## src/rtl/systolic_feeder.sv

```systemverilog
// Feed stage for an N x N systolic array: reads A columns / B rows, skews lane i by i cycles.
// Optional cycle counter output enabled by defining SYSTOLIC_FEEDER_PERF_EN.
module systolic_feeder #(
    parameter int N  = 4,
    parameter int KW = 8
) (
    input  logic            clk,
    input  logic            rst,
    input  logic            start,
    input  logic [KW-1:0]   k_len,
    output logic [KW-1:0]   a_addr,
    input  logic [N*8-1:0]  a_rdata,
    output logic [KW-1:0]   b_addr,
    input  logic [N*8-1:0]  b_rdata,
    output logic            rd_en,
    output logic [N*8-1:0]  west_data,
    output logic [N*8-1:0]  north_data,
    output logic            acc_clr,
    output logic            busy,
`ifdef SYSTOLIC_FEEDER_PERF_EN
    output logic            done,
    output logic [31:0]     cycle_cnt
`else
    output logic            done
`endif
);

    typedef enum logic [2:0] {
        IDLE  = 3'd0,
        CLEAR = 3'd1,
        FEED  = 3'd2,
        DRAIN = 3'd3,
        DONE  = 3'd4
    } state_t;

    localparam int DRAIN_LEN = 3 * N;
    localparam int DW        = $clog2(DRAIN_LEN + 1);

    state_t          state;
    logic [KW-1:0]   k_lat;
    logic [KW-1:0]   addr;
    logic [DW-1:0]   drain_cnt;
    logic            dv;

    assign a_addr = addr;
    assign b_addr = addr;

    always_ff @(posedge clk or posedge rst) begin
        if (rst) begin
            state     <= IDLE;
            k_lat     <= '0;
            addr      <= '0;
            drain_cnt <= '0;
            rd_en     <= 1'b0;
            acc_clr   <= 1'b0;
            busy      <= 1'b0;
            done      <= 1'b0;
        end else begin
            acc_clr <= 1'b0;
            done    <= 1'b0;
            case (state)
                IDLE: begin
                    if (start) begin
                        k_lat   <= k_len;
                        state   <= CLEAR;
                        busy    <= 1'b1;
                        acc_clr <= 1'b1;
                    end
                end
                CLEAR: begin
                    addr      <= '0;
                    drain_cnt <= '0;
                    if (k_lat != '0) begin
                        state <= FEED;
                        rd_en <= 1'b1;
                    end else begin
                        state <= DRAIN;
                    end
                end
                FEED: begin
                    if (addr == k_lat - KW'(1)) begin
                        state <= DRAIN;
                        rd_en <= 1'b0;
                        addr  <= '0;
                    end else begin
                        addr <= addr + KW'(1);
                    end
                end
                DRAIN: begin
                    // Long enough for the last skewed operand to ripple through the array.
                    if (drain_cnt == DW'(DRAIN_LEN - 1)) begin
                        state <= DONE;
                        done  <= 1'b1;
                    end else begin
                        drain_cnt <= drain_cnt + DW'(1);
                    end
                end
                DONE: begin
                    state <= IDLE;
                    busy  <= 1'b0;
                end
                default: state <= IDLE;
            endcase
        end
    end

    // Read data arrives one cycle after rd_en; dv marks those capture cycles.
    always_ff @(posedge clk or posedge rst) begin
        if (rst) dv <= 1'b0;
        else     dv <= rd_en;
    end

    for (genvar i = 0; i < N; i++) begin : g_lane
        logic [7:0] w_sr [0:i];
        logic [7:0] n_sr [0:i];

        always_ff @(posedge clk or posedge rst) begin
            if (rst) begin
                for (int s = 0; s <= i; s++) begin
                    w_sr[s] <= 8'h00;
                    n_sr[s] <= 8'h00;
                end
            end else begin
                w_sr[0] <= dv ? a_rdata[i*8 +: 8] : 8'h00;
                n_sr[0] <= dv ? b_rdata[i*8 +: 8] : 8'h00;
                for (int s = 1; s <= i; s++) begin
                    w_sr[s] <= w_sr[s-1];
                    n_sr[s] <= n_sr[s-1];
                end
            end
        end

        assign west_data[i*8 +: 8]  = w_sr[i];
        assign north_data[i*8 +: 8] = n_sr[i];
    end

`ifdef SYSTOLIC_FEEDER_PERF_EN
    logic [31:0] run_cnt;

    // run_cnt counts the start cycle too, so the DONE cycle adds one more.
    always_ff @(posedge clk or posedge rst) begin
        if (rst) begin
            run_cnt   <= '0;
            cycle_cnt <= '0;
        end else begin
            if (state == IDLE && start) run_cnt <= 32'd1;
            else if (busy)              run_cnt <= run_cnt + 32'd1;
            if (state == DONE)          cycle_cnt <= run_cnt + 32'd1;
        end
    end
`endif

endmodule

```

## config.mk

```make
export PLATFORM = sky130hd
export DESIGN_NAME = systolic_feeder
export DESIGN_NICKNAME = d
export VERILOG_FILES = /design/src/rtl/systolic_feeder.sv
export SDC_FILE = /design/constraint.sdc
export NUM_CORES = 1
export LEC_CHECK = 0
export ABC_CLOCK_PERIOD_IN_PS = 15400
export BUFFER_PORTS_ARGS = -buffer_cell sky130_fd_sc_hd__buf_4
export CORE_ASPECT_RATIO = 0.9
export CORE_MARGIN = 10
export CORE_UTILIZATION = 38
export CTS_BUF_LIST = sky130_fd_sc_hd__clkbuf_16
export CTS_CLUSTER_DIAMETER = 80
export DETAILED_ROUTE_END_ITERATION = 12
export GPL_ROUTABILITY_DRIVEN = 0
export SYNTH_ARGS = -nofsm -noshare
export SYNTH_HDL_FRONTEND = slang
export SYNTH_SLANG_ARGS = --single-unit
```

## constraint.sdc

```tcl
create_clock -name clk -period 15.4 [get_ports clk]
set_input_delay 4.62 -clock clk [delete_from_list [all_inputs] [get_ports clk]]
set_output_delay 4.62 -clock clk [all_outputs]
set_load 0.02 [all_outputs]
```

==> flow_summary.yaml, run 1 <==
placed_design:
  numPortBuffers: 158
  dp.cells: 743
  dp_slack_ns: 9.10
  dp_hpwl_um: 9130
  placed_area_sq_mm: 0.00740
cts:
  path_clk_slew_ns: 0.07
  cts_resized: 0
  cts-root-buf: "clkbuf_16"
  clock_path_buffers: 2
  clock_sinks: 188
  cts_inserted_buffers: 17
  cts_htree_levels: 4
  post_cts_buffers: 0
  clk_latency_ns: 0.42
  cts_tree: "yes"
  holdBufCountCts: 0
grt:
  grt_pass1_wl_um: 20600
  grt_pass1_vias: 3788
  grt-ovfl-total: 0
  track_usage: 0.118
  grt_max_degree: 115
  antenna_found_initial: 0
critical_path:
  crit_required_ns: 10.78
  path_cells: "buf_4"
  crit_fanout: 9
  cp_slowest_cell: "dfrtp_1"
  critPathLaunchType: "register"
  cpLargestDelayFamily: "flip-flops"
  max_stage_delay_ns: 0.57
  crit_path_end_kind: "output pin"
  path_class: "reg2out"
  path_buf_inv: 1
  cp_data_arrival_time_ns: 1.21
power:
  power_density_mw_per_mm2: 172
  finalPower_mw: 1.37
  power.leakage_nw: 4.17
  ir_drop_mv: 0.112
yosys:
  syn-num-nets: 522
  syn_inst: 444
  yosys-top-cells-count: "188 x dfrtp_1, 66 x and2_1, 56 x buf_4, 13 x nand2_1, 12 x nor3_1"
  netlist_area_sq_mm: 0.00642
  synth.distinct_cells: 44
  syn_area_per_cell_sq_um: 14.5
  synth_top_area_frac: 0.733
  synth_top_cell_by_area: "dfrtp_1"
  yosys_most_used_dff: "dfrtp_1"
  synth-edff-count: 0
  synthArstFlopShare: 1.00
  synth_most_common_cell: "dfrtp_1"
  synthTopCellsByArea: "dfrtp_1 73%, buf_4 6.5%, and2_1 6.4%"
  ys_seq_area_frac: 0.733
  synth-warning-count: 0
  yosys_register_bits: 188
drt:
  avgRoutedWirePerCell_um: 16.5
  wl_met3_um: 1020
  top_layer: "met4"
  wl_met2_um: 6230
  dr.pass1.iters: 4
  vias: 3421
  drt_iter0_markers: 157
  wl_met1_um: 5470
  wl_um: 12800
  viasPerCell: 4.41
  ant_nets: 0
  remaining_drc_errors: 0
layout:
  diodes: 0
  nNetsFinal: 629
  postLayoutCellArea_sq_mm: 0.00799
  fin_cells: 775
  area_delta_synth_final_pct: 24.4
  drive_above_1_share: 0.363
timing:
  hold_violations: 0
  tightest_slew_ns: 0.880
  fmax_mhz: 172
  finalCritPeriodShare: 0.379
  relSlewSlack: 0.413
  rsz0062_at_grt: "false"
  fin_tns_setup_ns: 0
  finClkSkew_ns: 0.00874
  slew_viol_final: 0
  finalWorstPathRequiredPeriod_ns: 5.83
  setup_viol: 0
  layout_setup_ws_ns: 9.57
die:
  die_height_um: 143
  die_area_sq_mm: 0.0225
  coreArea_sq_mm: 0.0167
  die_w_um: 157
  initial_core_util: 0.384
  ioPinCount: 159
  rows: 45
run_status:
  status: "finished, final reports clean"
run:
  maxCapViolCount: 0
min_path:
  holdCritPathClass: "reg2reg"
cell families after synthesis:
kind of cell               count (synthesis)  share of synthesized area
AOI/OAI and AO/OA                         24                     0.0265
xor gates and xnor gates                  19                     0.0281
adders and majority gates                  3                    0.00585
buffers and inverters                     76                     0.0781
DFF                                      188                      0.733
muxes                                      7                     0.0121
and+or+nand+nor                          127                      0.117
report_power, final:
group	leakage [nW]	internal [mW]	switching, mW
logic	1.31	0.146	0.161
registers	2.58	0.572	0.0775
clock network	0.279	0.216	0.200
total	4.17	0.935	0.438
layout make-up:
class / instances / area [sq um]
tap: 211 / 264
sequential: 188 / 4710
clock buffer: 17 / 425
inverter: 5 / 26.3
timing repair buffer: 159 / 1190
multi-input combinational: 180 / 1210
clock inverter: 15 / 155
fill: 1489 / 8740
worst reg2reg max path: cells and delay by family (launching register included):
kind,cells,cell delay [ns]
compound gates,4,1.24
flops,1,0.48
fa+ha+maj,1,0.32
simple gates,1,0.12
buf+inv,1,0.10
stage by stage:
step | hold slack [ns] | util
2_1_floorplan | 0.331 | -
3_3_place_gp | 0.331 | 0.443
3_5_place_dp | 0.335 | 0.443
4_1_cts | 0.345 | 0.478
5_1_grt | 0.351 | 0.478
6_report | 0.343 | 0.478
layout by cell type (no fill, tap or decap), types with 2 or more instances in the layout:
cell type,count
o21ai_0,6
inv_1,4
inv_8,6
nor2_1,11
clkbuf_16,17
clkinvlp_4,2
a21oi_1,5
clkinv_4,2
nand2_1,13
dfrtp_1,187
nand2b_1,3
clkinv_8,3
mux2_2,6
ha_1,3
xor2_1,9
nand4_1,5
nand3_1,2
xnor2_1,9
a311oi_1,2
and3_1,4
and2_1,66
buf_4,159
nor3_1,12
a211oi_1,2
routing by layer:
metal,GRT usage,up-vias
met5,0,-
met4,0.0310,0
met2,0.185,99
li1,-,1593
met1,0.150,1721
met3,0.0493,8
flip-flops by register name, summed over array words and instances, names as in the netlist, 3 cells and up:
| name | count |
|---|---|
| g_lane.n_sr | 56 |
| k_lat | 8 |
| drain_cnt | 4 |
| a_addr | 8 |
| g_lane.w_sr | 56 |
| west_data | 24 |
| state | 3 |
| north_data | 24 |
path summary, 6_finish.rpt:
| check | cells after the start | start | to | slack (ns) |
|---|---|---|---|---|
| worst max register to register | 7 | k_lat[0] | a_addr[6] | 13.00 |
| max in group asynchronous | 3 | rst | west_data[24] | 9.66 |
| min in group asynchronous | 2 | rst | west_data[28] | 4.34 |
| worst min-delay path | 0 | g_lane[3].w_sr[10] | west_data[26] | 0.34 |
| worst max-delay path | 1 | a_addr[6] | b_addr[6] | 9.57 |
| worst min register to register | 0 | g_lane[3].w_sr[10] | west_data[26] | 0.34 |
Power figures use the tool's default switching activity.
==> inputs of run 2 (changes only) <==
Settings changed: ABC_CLOCK_PERIOD_IN_PS 15400 to 5900.
Clock period 15.4 ns to 5.9 ns, I/O delays scaled along.
==> run 2 against run 1 <==
  * Clock skew is 0.0015 ns lower
  * Clock-buffer cell count stayed put
  * Sequential share of layout area is 0.22 points higher
  * Clock power grew to 2.5 times the previous value
  * Sequential cell count stayed put
  * First-iteration DRC count is 43% lower
  * Power grew to 2.6 times the previous value
  * Core utilization is 0.18 points lower
  * Worst setup slack worse by 6.7 ns
  * Die area stayed put
  * Cell area is 0.38% lower
  * Global-route usage is 0.52 points lower
  * Critical path type unchanged
  * Highest routed layer unchanged
==> flow_summary.yaml, run 2 (synthesis gave the netlist of run 1 again) <==
layout:
  diodes: 0
  final_common_cell: "dfrtp_1"
  nNetsFinal: 629
  top_regs: "g_lane.n_sr: 56 flops, g_lane.w_sr: 56 flops"
  final_cell_mix: "187 x dfrtp_1, 158 x buf_4, 66 x and2_1"
  drive_above_1_share: 0.361
  area_delta_synth_final_pct: 23.9
critical_path:
  cp_slowest_cell: "dfrtp_1"
  path_buf_inv: 1
  crit_path_end_kind: "output pin"
  crit_fanout: 9
  path_class: "reg2out"
  critPathLaunchType: "register"
  cpLargestDelayFamily: "flip-flops"
  cp_data_arrival_time_ns: 1.22
  path_cells: "buf_4"
  crit_required_ns: 4.13
  max_stage_delay_ns: 0.58
grt:
  grt_util_met1: 0.139
  grt-ovfl-total: 0
  track_usage: 0.113
  antenna_found_initial: 0
  grt_pass1_vias: 3764
  grt_use_met3: 0.0538
  grt_pass1_wl_um: 19900
  gr-usage-met2: 0.174
  grt_max_degree: 189
  top_usage_layer: "met2"
die:
  die_w_um: 157
  ioPinCount: 159
  rows: 45
  initial_core_util: 0.384
  coreArea_sq_mm: 0.0167
  die_area_sq_mm: 0.0225
  die_height_um: 143
timing:
  fin_tns_setup_ns: 0
  hold_violations: 0
  finalWorstPathRequiredPeriod_ns: 2.99
  relSlewSlack: 0.345
  setup_viol: 0
  layout_setup_ws_ns: 2.91
  finalCritPeriodShare: 0.508
  tightest_slew_ns: 0.983
  finClkSkew_ns: 0.00724
  slew_viol_final: 0
  rsz0062_at_grt: "false"
  fmax_mhz: 334
drt:
  wl_um: 12400
  viasPerCell: 4.45
  ant_nets: 0
  dr.pass1.iters: 4
  vias: 3448
  remaining_drc_errors: 0
  avgRoutedWirePerCell_um: 16.1
  drt_iter0_markers: 89
power:
  power_density_mw_per_mm2: 443
  power_frac_seq: 0.480
  ir_drop_mv: 0.231
  switchingPower_mw: 1.10
  pwr-share-comb: 0.227
  switching_share: 0.312
  power.leakage_nw: 4.16
  power_frac_clock: 0.294
  p_int_mw: 2.42
min_path:
  holdCritPathClass: "reg2reg"
cts:
  cts_tree: "yes"
  cts_htree_levels: 4
  path_clk_slew_ns: 0.07
  post_cts_buffers: 0
  cts_inserted_buffers: 17
  holdBufCountCts: 0
  cts-root-buf: "clkbuf_16"
  clock_sinks: 188
  clock_path_buffers: 2
  cts_resized: 0
  clk_latency_ns: 0.41
placed_design:
  dp_hpwl_um: 8650
  numPortBuffers: 158
  dp_slack_ns: 2.82
run_status:
  status: "finished, final reports clean"
run:
  maxCapViolCount: 0
-- run 2: area by class of cell --
cell class	count	area [sq um]
Tap cell	211	264
Timing Repair Buffer	159	1210
Multi-Input combinational cell	180	1210
Fill cell	1483	8770
Sequential cell	188	4710
Clock buffer	17	425
Inverter	5	22.5
Clock inverter	14	116
-- run 2: worst paths after layout --
kind                                     from  cells past startpoint  slack, ns                  to
max                                 a_addr[6]                      1       2.91           a_addr[6]
min                        g_lane[3].n_sr[30]                      0       0.34  g_lane[3].n_sr[22]
max reg2reg                          k_lat[0]                      7       3.51           a_addr[6]
min reg2reg                g_lane[3].n_sr[30]                      0       0.34  g_lane[3].n_sr[22]
max in group asynchronous                 rst                      3       3.46                  dv
min in group asynchronous                 rst                      3       1.61      north_data[12]
-- run 2: worst reg2reg max path: cells and delay by family (launching register included) --
family / cells / cell delay (ns)
DFF: 1 / 0.48
and+or+nand+nor: 1 / 0.10
adders and majority gates: 1 / 0.33
AOI/OAI and AO/OA: 4 / 1.24
buffers and inverters: 1 / 0.09
-- run 2: metal layers --
metal  vias to the layer above  part of all wire
li1                       1592                 -
met1                      1716              0.43
met2                       131              0.47
met3                         9              0.10
met4                         0            0.0084
met5                         -                 0
-- run 2: power groups by stage --
stage | Sequential, mW | Clock (mW) | Combinational (mW)
after CTS | 1.70 | 1.07 | 0.813
final | 1.69 | 1.04 | 0.799
after global routing | 1.73 | 1.13 | 0.882
after detailed placement | 1.72 | 0 | 0.809
after floorplan | 1.67 | 0 | 0.609
after global placement | 1.70 | 0 | 0.794
-- run 2: stage by stage --
stage / utilization / power, mW / instances / hold slack (ns) / cell area, sq um
5_1_grt: 0.476 / 3.74 / 774 / 0.345 / 7960
6_report: 0.476 / 3.53 / 774 / 0.341 / 7960
3_3_place_gp: 0.443 / 2.50 / 743 / 0.331 / 7410
3_5_place_dp: 0.443 / 2.53 / 743 / 0.335 / 7410
2_1_floorplan: - / 2.28 / 444 / 0.331 / 6420
4_1_cts: 0.476 / 3.58 / 774 / 0.344 / 7960
==> inputs of run 3 (changes only) <==
Settings changed: ABC_CLOCK_PERIOD_IN_PS 5900 to 2770.
Clock period 5.9 ns to 2.77 ns, I/O delays scaled along.
==> run 3 against run 2 <==
  * Clock power rose by 140%
  * Global-route usage up 0.088 points
  * Critical endpoint is now a_addr[4]
  * Sequential power is 110% higher
  * Largest power group unchanged
  * Register-to-register slack lost 3.1 ns
  * Highest routed layer unchanged
  * Die area stayed put
  * Final cell count is 0.65% higher
  * Combinational power is 120% higher
  * First-iteration DRC count up 66%
  * Clock skew grew 0.00053 ns
==> flow_summary.yaml, run 3 (synthesis gave the netlist of run 1 again) <==
power:
  ir_drop_mv: 0.527
  power_density_mw_per_mm2: 969
  power.leakage_nw: 4.22
critical_path:
  crit_fanout: 9
  crit_required_ns: 3.05
  cp_data_arrival_time_ns: 2.68
  critPathLaunchType: "register"
  reg2reg_depth: 7
  path_cells: "inv_1 -> ha_1 -> o21bai_1 -> a2111oi_0 -> a311oi_1 -> a211oi_2 -> nor3_1"
  rr_startpoint: "k_lat[0]"
  max_stage_delay_ns: 0.47
  rrSetupSlack_ns: 0.37
  cp_slowest_cell: "dfrtp_1"
  worst_r2r_endpoint: "a_addr[4]"
  path_class: "reg2reg"
  crit_path_end_kind: "register"
timing:
  setup_viol: 0
  slew_viol_final: 0
  tightest_slew_ns: 0.874
  layout_setup_ws_ns: 0.366
  relSlewSlack: 0.417
  rsz0062_at_grt: "false"
  finalWorstPathRequiredPeriod_ns: 2.40
  finalCritPeriodShare: 0.868
  hold_violations: 0
  finClkSkew_ns: 0.00777
  fin_tns_setup_ns: 0
  fmax_mhz: 416
cts:
  clock_sinks: 188
  cts_tree: "yes"
  path_clk_slew_ns: 0.08
  holdBufCountCts: 0
  clock_path_buffers: 2
  cts_htree_levels: 4
  cts_resized: 0
  cts_inserted_buffers: 17
  cts-root-buf: "clkbuf_16"
  clk_latency_ns: 0.42
  post_cts_buffers: 0
layout:
  nNetsFinal: 633
  area_delta_synth_final_pct: 25.9
  fin_cells: 779
  drive_above_1_share: 0.370
  top_regs: "g_lane.n_sr: 56 flops, g_lane.w_sr: 56 flops"
  final_cell_mix: "187 x dfrtp_1, 161 x buf_4, 66 x and2_1"
  diodes: 0
  final_core_util: 0.483
  fillers: 1451
  final_common_cell: "dfrtp_1"
min_path:
  holdCritPathClass: "reg2reg"
  holdPathStages: 0
  min_from: "g_lane[3].n_sr[28]"
  min_to: "g_lane[3].n_sr[20]"
grt:
  grt_max_degree: 79
  grt-ovfl-total: 0
  grt_pass1_wl_um: 19900
  antenna_found_initial: 0
  track_usage: 0.114
  grt_pass1_vias: 3858
drt:
  remaining_drc_errors: 0
  top_layer: "met4"
  ant_nets: 0
  wl_um: 12400
  drt_iter0_markers: 148
  wl_met1_um: 5460
  viasPerCell: 4.40
  wl_met2_um: 5760
  dr.pass1.iters: 4
  vias: 3427
  avgRoutedWirePerCell_um: 16.0
  wl_met3_um: 1080
die:
  die_area_sq_mm: 0.0225
  coreArea_sq_mm: 0.0167
  die_height_um: 143
  rows: 45
  initial_core_util: 0.384
  ioPinCount: 159
  die_w_um: 157
placed_design:
  dp_slack_ns: 0.394
  numPortBuffers: 158
  dp.cells: 747
  dp_hpwl_um: 8730
run_status:
  status: "finished, final reports clean"
run:
  maxCapViolCount: 0
## run 3: changes by cell type in the layout (fill, tap and decap cells not counted)
cell	change
buf_4	+3
bufinv_16	+2
clkinv_8	+2
inv_8	+2
buf_12	+1
clkinv_1	-1
clkinv_2	-1
clkinv_4	-1
clkinvlp_4	-1
inv_1	-1
## run 3: per-stage QoR
stage	instance area [sq um]	total power [mW]	hold WS, ns
finish	8080	7.83	0.344
global route	8080	8.28	0.347
CTS	8080	7.94	0.346
detailed placement	7460	5.39	0.335
global placement	7460	5.33	0.332
floorplan	6420	4.86	0.331
## run 3: final cells by class
| cell class | count | area [sq um] | share of cell area |
|---|---|---|---|
| inverters | 5 | 22.5 | 0.00279 |
| clock inverters | 15 | 203 | 0.0251 |
| repair buffers | 163 | 1250 | 0.154 |
| clock buffers | 17 | 425 | 0.0526 |
| flip-flops and latches | 188 | 4710 | 0.582 |
| well taps | 211 | 264 | 0.0327 |
| multi-input cells | 180 | 1210 | 0.150 |
## run 3: how the worst max path moves through the flow
stage,start,endpoint,slack (ns),cells past startpoint
after global routing,k_lat[0],a_addr[2],0.14,7
after detailed placement,k_lat[0],a_addr[6],0.39,7
after CTS,k_lat[0],a_addr[4],0.37,7
final,k_lat[0],a_addr[4],0.37,7
after floorplan,rst,a_addr[0],-0.48,1
after global placement,k_lat[0],a_addr[5],0.58,7
## run 3: worst max-delay path: cells and delay by family (launching register included)
kind            cells  cell delay, ns
fa+ha+maj           1            0.32
simple gates        1            0.11
compound gates      4            1.26
flops               1            0.47
buf+inv             1            0.09
## run 3: report_power, final
group | internal [mW] | switching (mW) | leakage [nW]
registers | 3.18 | 0.423 | 2.58
clock network | 1.39 | 1.12 | 0.308
logic | 0.823 | 0.894 | 1.34
## run 3: per-layer routing
metal / track usage / vias up
li1: - / 1602
met1: 0.140 / 1698
met2: 0.176 / 117
met3: 0.0520 / 10
met4: 0.0388 / 0
met5: 0 / -
